==> config.mk <==
export PLATFORM = sky130hd
export DESIGN_NAME = id_ex_stage
export DESIGN_NICKNAME = d
export VERILOG_FILES = /design/src/rtl/pipeline_pkg.sv /design/src/rtl/id_ex_stage_fwd_mux.sv /design/src/rtl/id_ex_stage.sv
export SDC_FILE = /design/constraint.sdc
export NUM_CORES = 1
export LEC_CHECK = 0
export CELL_PAD_IN_SITES_DETAIL_PLACEMENT = 2
export CELL_PAD_IN_SITES_GLOBAL_PLACEMENT = 2
export CORE_AREA = 2 2 207 158
export DETAILED_ROUTE_END_ITERATION = 8
export DIE_AREA = 0 0 209 160
export PLACE_DENSITY = 0.86
export SYNTH_ARGS = -nofsm -noshare
export SYNTH_HDL_FRONTEND = slang
export SYNTH_SLANG_ARGS = --single-unit
==> constraint.sdc <==
create_clock -name clk -period 5.21 [get_ports clk]
set_clock_uncertainty 0.15 [all_clocks]
set_input_delay 0.7815 -clock clk [delete_from_list [all_inputs] [get_ports clk]]
set_output_delay 0.7815 -clock clk [all_outputs]
set_load 0.05 [all_outputs]
==> src/rtl/pipeline_pkg.sv <==
// Shared types and widths for the RV32I pipeline: ALU op encoding and the EX-stage control bundle.
package pipeline_pkg;

    localparam int DATA_WIDTH = 32;
    localparam int REG_AW     = 5;
    localparam int CTRL_W     = 3;

    typedef enum logic [CTRL_W-1:0] {
        ALU_ADD = 3'b000,
        ALU_SUB = 3'b001,
        ALU_AND = 3'b010,
        ALU_OR  = 3'b011,
        ALU_SLT = 3'b101
    } alu_ctrl_t;

    typedef struct packed {
        logic              reg_write;
        logic              mem_read;
        logic              mem_write;
        logic              alu_src;
        logic [CTRL_W-1:0] alu_control;
    } ex_ctrl_t;

endpackage

==> src/rtl/id_ex_stage_fwd_mux.sv <==
// 3:1 priority forwarding select for one ALU operand: MEM result, then WB result, then register-file data.
module fwd_mux #(
    parameter int DW = 32,
    parameter int AW = 5
) (
    input  logic [AW-1:0] rs,
    input  logic [DW-1:0] reg_data,
    input  logic [AW-1:0] rd_m,
    input  logic          reg_write_m,
    input  logic [DW-1:0] result_m,
    input  logic [AW-1:0] rd_w,
    input  logic          reg_write_w,
    input  logic [DW-1:0] result_w,
    output logic [DW-1:0] fwd_data
);

    // x0 is hardwired zero, so a write to it must never be forwarded.
    always_comb begin
        fwd_data = reg_data;
        if (reg_write_m && (rd_m != '0) && (rd_m == rs)) begin
            fwd_data = result_m;
        end else if (reg_write_w && (rd_w != '0) && (rd_w == rs)) begin
            fwd_data = result_w;
        end
    end

endmodule

==> src/rtl/id_ex_stage.sv <==
// ID->EX pipeline register with M/W operand forwarding and load-use hazard detection.
// Optional macro ID_EX_PERF_EN adds saturating BubbleCnt/FlushCnt performance counters.
module id_ex_stage #(
    parameter int DATA_WIDTH = pipeline_pkg::DATA_WIDTH,
    parameter int REG_AW     = pipeline_pkg::REG_AW,
    parameter int CTRL_W     = pipeline_pkg::CTRL_W
) (
    input  logic                  clk,
    input  logic                  rst,
    input  logic                  ValidD,
    input  logic [CTRL_W-1:0]     ALUControlD,
    input  logic [DATA_WIDTH-1:0] RD1D,
    input  logic [DATA_WIDTH-1:0] RD2D,
    input  logic [DATA_WIDTH-1:0] ImmExtD,
    input  logic [REG_AW-1:0]     Rs1D,
    input  logic [REG_AW-1:0]     Rs2D,
    input  logic [REG_AW-1:0]     RdD,
    input  logic                  RegWriteD,
    input  logic                  MemReadD,
    input  logic                  MemWriteD,
    input  logic                  ALUSrcD,
    input  logic                  StallE,
    input  logic                  FlushE,
    input  logic [DATA_WIDTH-1:0] ALUResultM,
    input  logic [REG_AW-1:0]     RdM,
    input  logic                  RegWriteM,
    input  logic [DATA_WIDTH-1:0] ResultW,
    input  logic [REG_AW-1:0]     RdW,
    input  logic                  RegWriteW,
    output logic                  ValidE,
    output logic                  RegWriteE,
    output logic                  MemReadE,
    output logic                  MemWriteE,
    output logic [CTRL_W-1:0]     ALUControlE,
    output logic [REG_AW-1:0]     RdE,
    output logic [DATA_WIDTH-1:0] SrcAE,
    output logic [DATA_WIDTH-1:0] SrcBE,
    output logic [DATA_WIDTH-1:0] WriteDataE,
    output logic                  LoadUseStall
`ifdef ID_EX_PERF_EN
    ,
    output logic [31:0]           BubbleCnt,
    output logic [31:0]           FlushCnt
`endif
);

    import pipeline_pkg::*;

    logic                  valid_q, valid_d;
    ex_ctrl_t              ctrl_q, ctrl_d;
    logic [DATA_WIDTH-1:0] rd1_q, rd1_d, rd2_q, rd2_d, imm_q, imm_d;
    logic [REG_AW-1:0]     rs1_q, rs1_d, rs2_q, rs2_d, rd_q, rd_d;
    logic                  load_use;
    logic [DATA_WIDTH-1:0] fwd_a, fwd_b;

    always_comb begin
        load_use = ValidD && valid_q && ctrl_q.mem_read && (rd_q != '0) &&
                   ((rd_q == Rs1D) || (rd_q == Rs2D));
    end

    always_comb begin
        valid_d = valid_q;
        ctrl_d  = ctrl_q;
        rd1_d   = rd1_q;
        rd2_d   = rd2_q;
        imm_d   = imm_q;
        rs1_d   = rs1_q;
        rs2_d   = rs2_q;
        rd_d    = rd_q;
        // Flush beats stall; a load-use bubble only applies when E is free to advance.
        if (FlushE || (!StallE && load_use)) begin
            valid_d = 1'b0;
            ctrl_d  = '0;
            rd1_d   = '0;
            rd2_d   = '0;
            imm_d   = '0;
            rs1_d   = '0;
            rs2_d   = '0;
            rd_d    = '0;
        end else if (!StallE) begin
            valid_d            = ValidD;
            ctrl_d.reg_write   = RegWriteD && ValidD;
            ctrl_d.mem_read    = MemReadD && ValidD;
            ctrl_d.mem_write   = MemWriteD && ValidD;
            ctrl_d.alu_src     = ALUSrcD;
            ctrl_d.alu_control = ALUControlD;
            rd1_d              = RD1D;
            rd2_d              = RD2D;
            imm_d              = ImmExtD;
            rs1_d              = Rs1D;
            rs2_d              = Rs2D;
            rd_d               = RdD;
        end
    end

    always_ff @(posedge clk or posedge rst) begin
        if (rst) begin
            valid_q <= 1'b0;
            ctrl_q  <= '0;
            rd1_q   <= '0;
            rd2_q   <= '0;
            imm_q   <= '0;
            rs1_q   <= '0;
            rs2_q   <= '0;
            rd_q    <= '0;
        end else begin
            valid_q <= valid_d;
            ctrl_q  <= ctrl_d;
            rd1_q   <= rd1_d;
            rd2_q   <= rd2_d;
            imm_q   <= imm_d;
            rs1_q   <= rs1_d;
            rs2_q   <= rs2_d;
            rd_q    <= rd_d;
        end
    end

    fwd_mux #(.DW(DATA_WIDTH), .AW(REG_AW)) u_fwd_a (
        .rs(rs1_q), .reg_data(rd1_q),
        .rd_m(RdM), .reg_write_m(RegWriteM), .result_m(ALUResultM),
        .rd_w(RdW), .reg_write_w(RegWriteW), .result_w(ResultW),
        .fwd_data(fwd_a)
    );

    fwd_mux #(.DW(DATA_WIDTH), .AW(REG_AW)) u_fwd_b (
        .rs(rs2_q), .reg_data(rd2_q),
        .rd_m(RdM), .reg_write_m(RegWriteM), .result_m(ALUResultM),
        .rd_w(RdW), .reg_write_w(RegWriteW), .result_w(ResultW),
        .fwd_data(fwd_b)
    );

    always_comb begin
        ValidE       = valid_q;
        RegWriteE    = ctrl_q.reg_write;
        MemReadE     = ctrl_q.mem_read;
        MemWriteE    = ctrl_q.mem_write;
        ALUControlE  = ctrl_q.alu_control;
        RdE          = rd_q;
        SrcAE        = fwd_a;
        SrcBE        = ctrl_q.alu_src ? imm_q : fwd_b;
        WriteDataE   = fwd_b;
        LoadUseStall = load_use;
    end

`ifdef ID_EX_PERF_EN
    logic [31:0] bubble_cnt_q, bubble_cnt_d, flush_cnt_q, flush_cnt_d;

    always_comb begin
        bubble_cnt_d = bubble_cnt_q;
        flush_cnt_d  = flush_cnt_q;
        if (!StallE) begin
            if (!FlushE && load_use && (bubble_cnt_q != 32'hFFFF_FFFF)) begin
                bubble_cnt_d = bubble_cnt_q + 32'd1;
            end
            if (FlushE && (flush_cnt_q != 32'hFFFF_FFFF)) begin
                flush_cnt_d = flush_cnt_q + 32'd1;
            end
        end
    end

    always_ff @(posedge clk or posedge rst) begin
        if (rst) begin
            bubble_cnt_q <= '0;
            flush_cnt_q  <= '0;
        end else begin
            bubble_cnt_q <= bubble_cnt_d;
            flush_cnt_q  <= flush_cnt_d;
        end
    end

    always_comb begin
        BubbleCnt = bubble_cnt_q;
        FlushCnt  = flush_cnt_q;
    end
`endif

endmodule

==> qor.yml, run 1 <==
period_share_pct: 94.07
fmaxAchievable_ghz: 0.2040
post_drt_via_cell_ratio: 5.016
critPathArrivalTime_ps: 3970
grt_max_degree: 93
status: "finished clean"
required_ps: 4280
hold_viol: 0
drt_iter0_drc: 361
synth.distinct_cells: 34
place_ws_ps: 317.7
avgSynthCellArea_um2: 8.481
rows: 57
grt_use_total_pct: 22.30
dp_hpwl_um: 26500
final_antenna_net_count: 0
synth_area_leaders: "dfrtp_1 38%, nand2_1 11%, o22ai_1 8.8%, a31oi_4 7.4%, mux2_2 4.7%"
synth_edf_count: 0
vdd_ir_drop_max_uv: 161.8
postCtsSetupRepairBufs: 0
tightest_slew_ps: 1000
synth_nets: 1111
max_slew_margin_pct: 33.33
cts_tree: "done"
clk_path_buf_depth: 2
finalPower_uw: 3138
fin_nets: 1365
synth_top_area_cell: "dfrtp_1"
setup_tns_ps: 0
setup_violations: 0
firstDrtPassIters: 4
cts.sink_count: 119
crit_path_end_kind: "output port"
grt_pass1_wl_um: 56800
initial_core_util_pct: 24.37
cts_buffers: 17
path_class: "in2out"
dieArea_um2: 33440
leakage_uw: 0.004566
finalMaxSlewViolations: 0
place_congestion: 0.8783
synthCells: 912
antenna_found_initial: 6
cts_root_buf: "clkbuf_16"
clk-insertion-delay-late_ps: 420
via_count: 8006
syn-cell-area_um2: 7735
power_density_nw_per_um2: 272.3
die_w_um: 209
final_area_um2: 11520
syn_to_final_growth_pct: 48.98
startpoint_type: "primary input"
yosysSeqAreaShare_pct: 38.50
yosys.cell_count.top_type: "nand2_1"
drive_gt1_share_pct: 18.32
grt_overflow_total: 0
period_needed_ps: 4901
maxCapViolCount: 0
rsz0062_at_grt: "false"
placed_area_um2: 10920
port_buffers: 307
ys.warnings.count: 0
setup_slack_ps: 309.0
async_flop_share_pct: 100.0
drc: 0
ys_seq_elements: 119
crit_path_start: "RdM[1]"
ys.flop_type: "dfrtp_1"
ctsResizeCount: 0
grt_pass1_vias: 8948
hp-start: "rd1_q[31]"
core_um2: 31740
yosysTopAreaCellShare_pct: 38.50
path_clk_slew_ps: 60
hp-class: "reg2reg"
h-tree-depth: 4
io_pins: 308
rr_startpoint: "RdE[0]"
wl_per_cell_um: 23.48
die_h_um: 160
cp_max_fo: 27
routed_wirelength_um: 37470
netlist_top_cells_count: "225 x nand2_1, 119 x dfrtp_1, 109 x o22ai_1, 72 x clkbuf_1, 43 x o21ai_0"
ctsHoldBuffers: 0
## worst paths after layout
path | end | depth (start not counted) | slack [ps]
setup / recovery | SrcAE[27] | 7 | 310
hold / removal | rd1_q[31] | 2 | 350
setup reg to reg | MemWriteE | 7 | 2010
hold reg to reg | rd1_q[31] | 2 | 350
max in group asynchronous | rd1_q[19] | 3 | 3110
min in group asynchronous | imm_q[0] | 2 | 800
## layout make-up
class                   count  area [um2]
diodes                      4       10.01
clock buffers              21       470.5
clock inverters            11       123.9
fillers                  3547       20210
inverters                  34       132.6
multi-input cells         668        4250
flip-flops and latches    119        2979
well taps                 413       516.7
repair buffers            326        3040
## stage by stage
step / hold slack (ps) / utilization, % / cells
after floorplan: 293.6 / - / 912
after global placement: 311.8 / 34.41 / 1560
after detailed placement: 332.1 / 34.41 / 1560
after CTS: 354.6 / 36.28 / 1592
after global routing: 387.0 / 36.29 / 1594
final: 351.3 / 36.31 / 1596
## metal layers
layer | track usage (%) | vias to the layer above | part of all wire [%]
li1 | - | 3679 | -
met1 | 29.23 | 4041 | 45
met2 | 37.55 | 252 | 48
met3 | 4.857 | 32 | 5.5
met4 | 5.130 | 2 | 1.3
met5 | 0 | - | 0.035
## worst max-delay path, stage by stage
cell	delay [ps]
clkdlybuf4s50_1	600
xnor2_1	170
nand3_1	100
or4_2	1030
buf_4	300
a21oi_1	140
clkdlybuf4s50_1	840
## state kept, by name, summed over array words and instances (netlist names)
register     flops
ValidE           1
RegWriteE        1
ALUControlE      3
imm_q           32
rs1_q            5
rd2_q           32
ctrl_q           1
MemWriteE        1
RdE              5
rs2_q            5
rd1_q           32
MemReadE         1
## kinds of logic after synthesis
| kind of cell | Yosys count | share of synthesized area [%] |
|---|---|---|
| AOI/OAI and AO/OA | 222 | 22.45 |
| DFF | 119 | 38.50 |
| buffers and inverters | 125 | 7.020 |
| and+or+nand+nor | 352 | 19.83 |
| muxes | 64 | 8.800 |
| xor gates and xnor gates | 30 | 3.397 |
## power by group
| group | total [uW] | internal, uW | switching [uW] |
|---|---|---|---|
| clock | 1220 | 741 | 474 |
| sequential | 1020 | 976 | 44.9 |
| combinational | 902 | 350 | 552 |
| total | 3140 | 2070 | 1070 |
## layout by cell type (no fill, tap or decap), types with 3 or more instances in the layout
| master | count |
|---|---|
| buf_12 | 3 |
| a31oi_2 | 3 |
| clkbuf_8 | 3 |
| xor2_1 | 13 |
| dfrtp_1 | 118 |
| a31oi_4 | 27 |
| o22ai_1 | 109 |
| nor2_1 | 35 |
| mux2_2 | 32 |
| or3b_2 | 10 |
| buf_4 | 101 |
| nand3b_1 | 3 |
| a21oi_1 | 33 |
| mux2i_1 | 32 |
| o21ai_0 | 43 |
| xnor2_1 | 17 |
| nor3_1 | 35 |
| clkdlybuf4s50_1 | 222 |
| or3_1 | 32 |
| nand4_1 | 3 |
| clkbuf_16 | 17 |
| diode_2 | 4 |
| inv_1 | 33 |
| nand2_1 | 225 |
| clkinvlp_4 | 6 |
(Power assumes the default switching activity.)
==> run 2: changes to the inputs <==
Settings changed: GPL_ROUTABILITY_DRIVEN from default to 0.
==> results of run 2 <==
No change in the layout: final DEF, timing and power equal those of run 1.
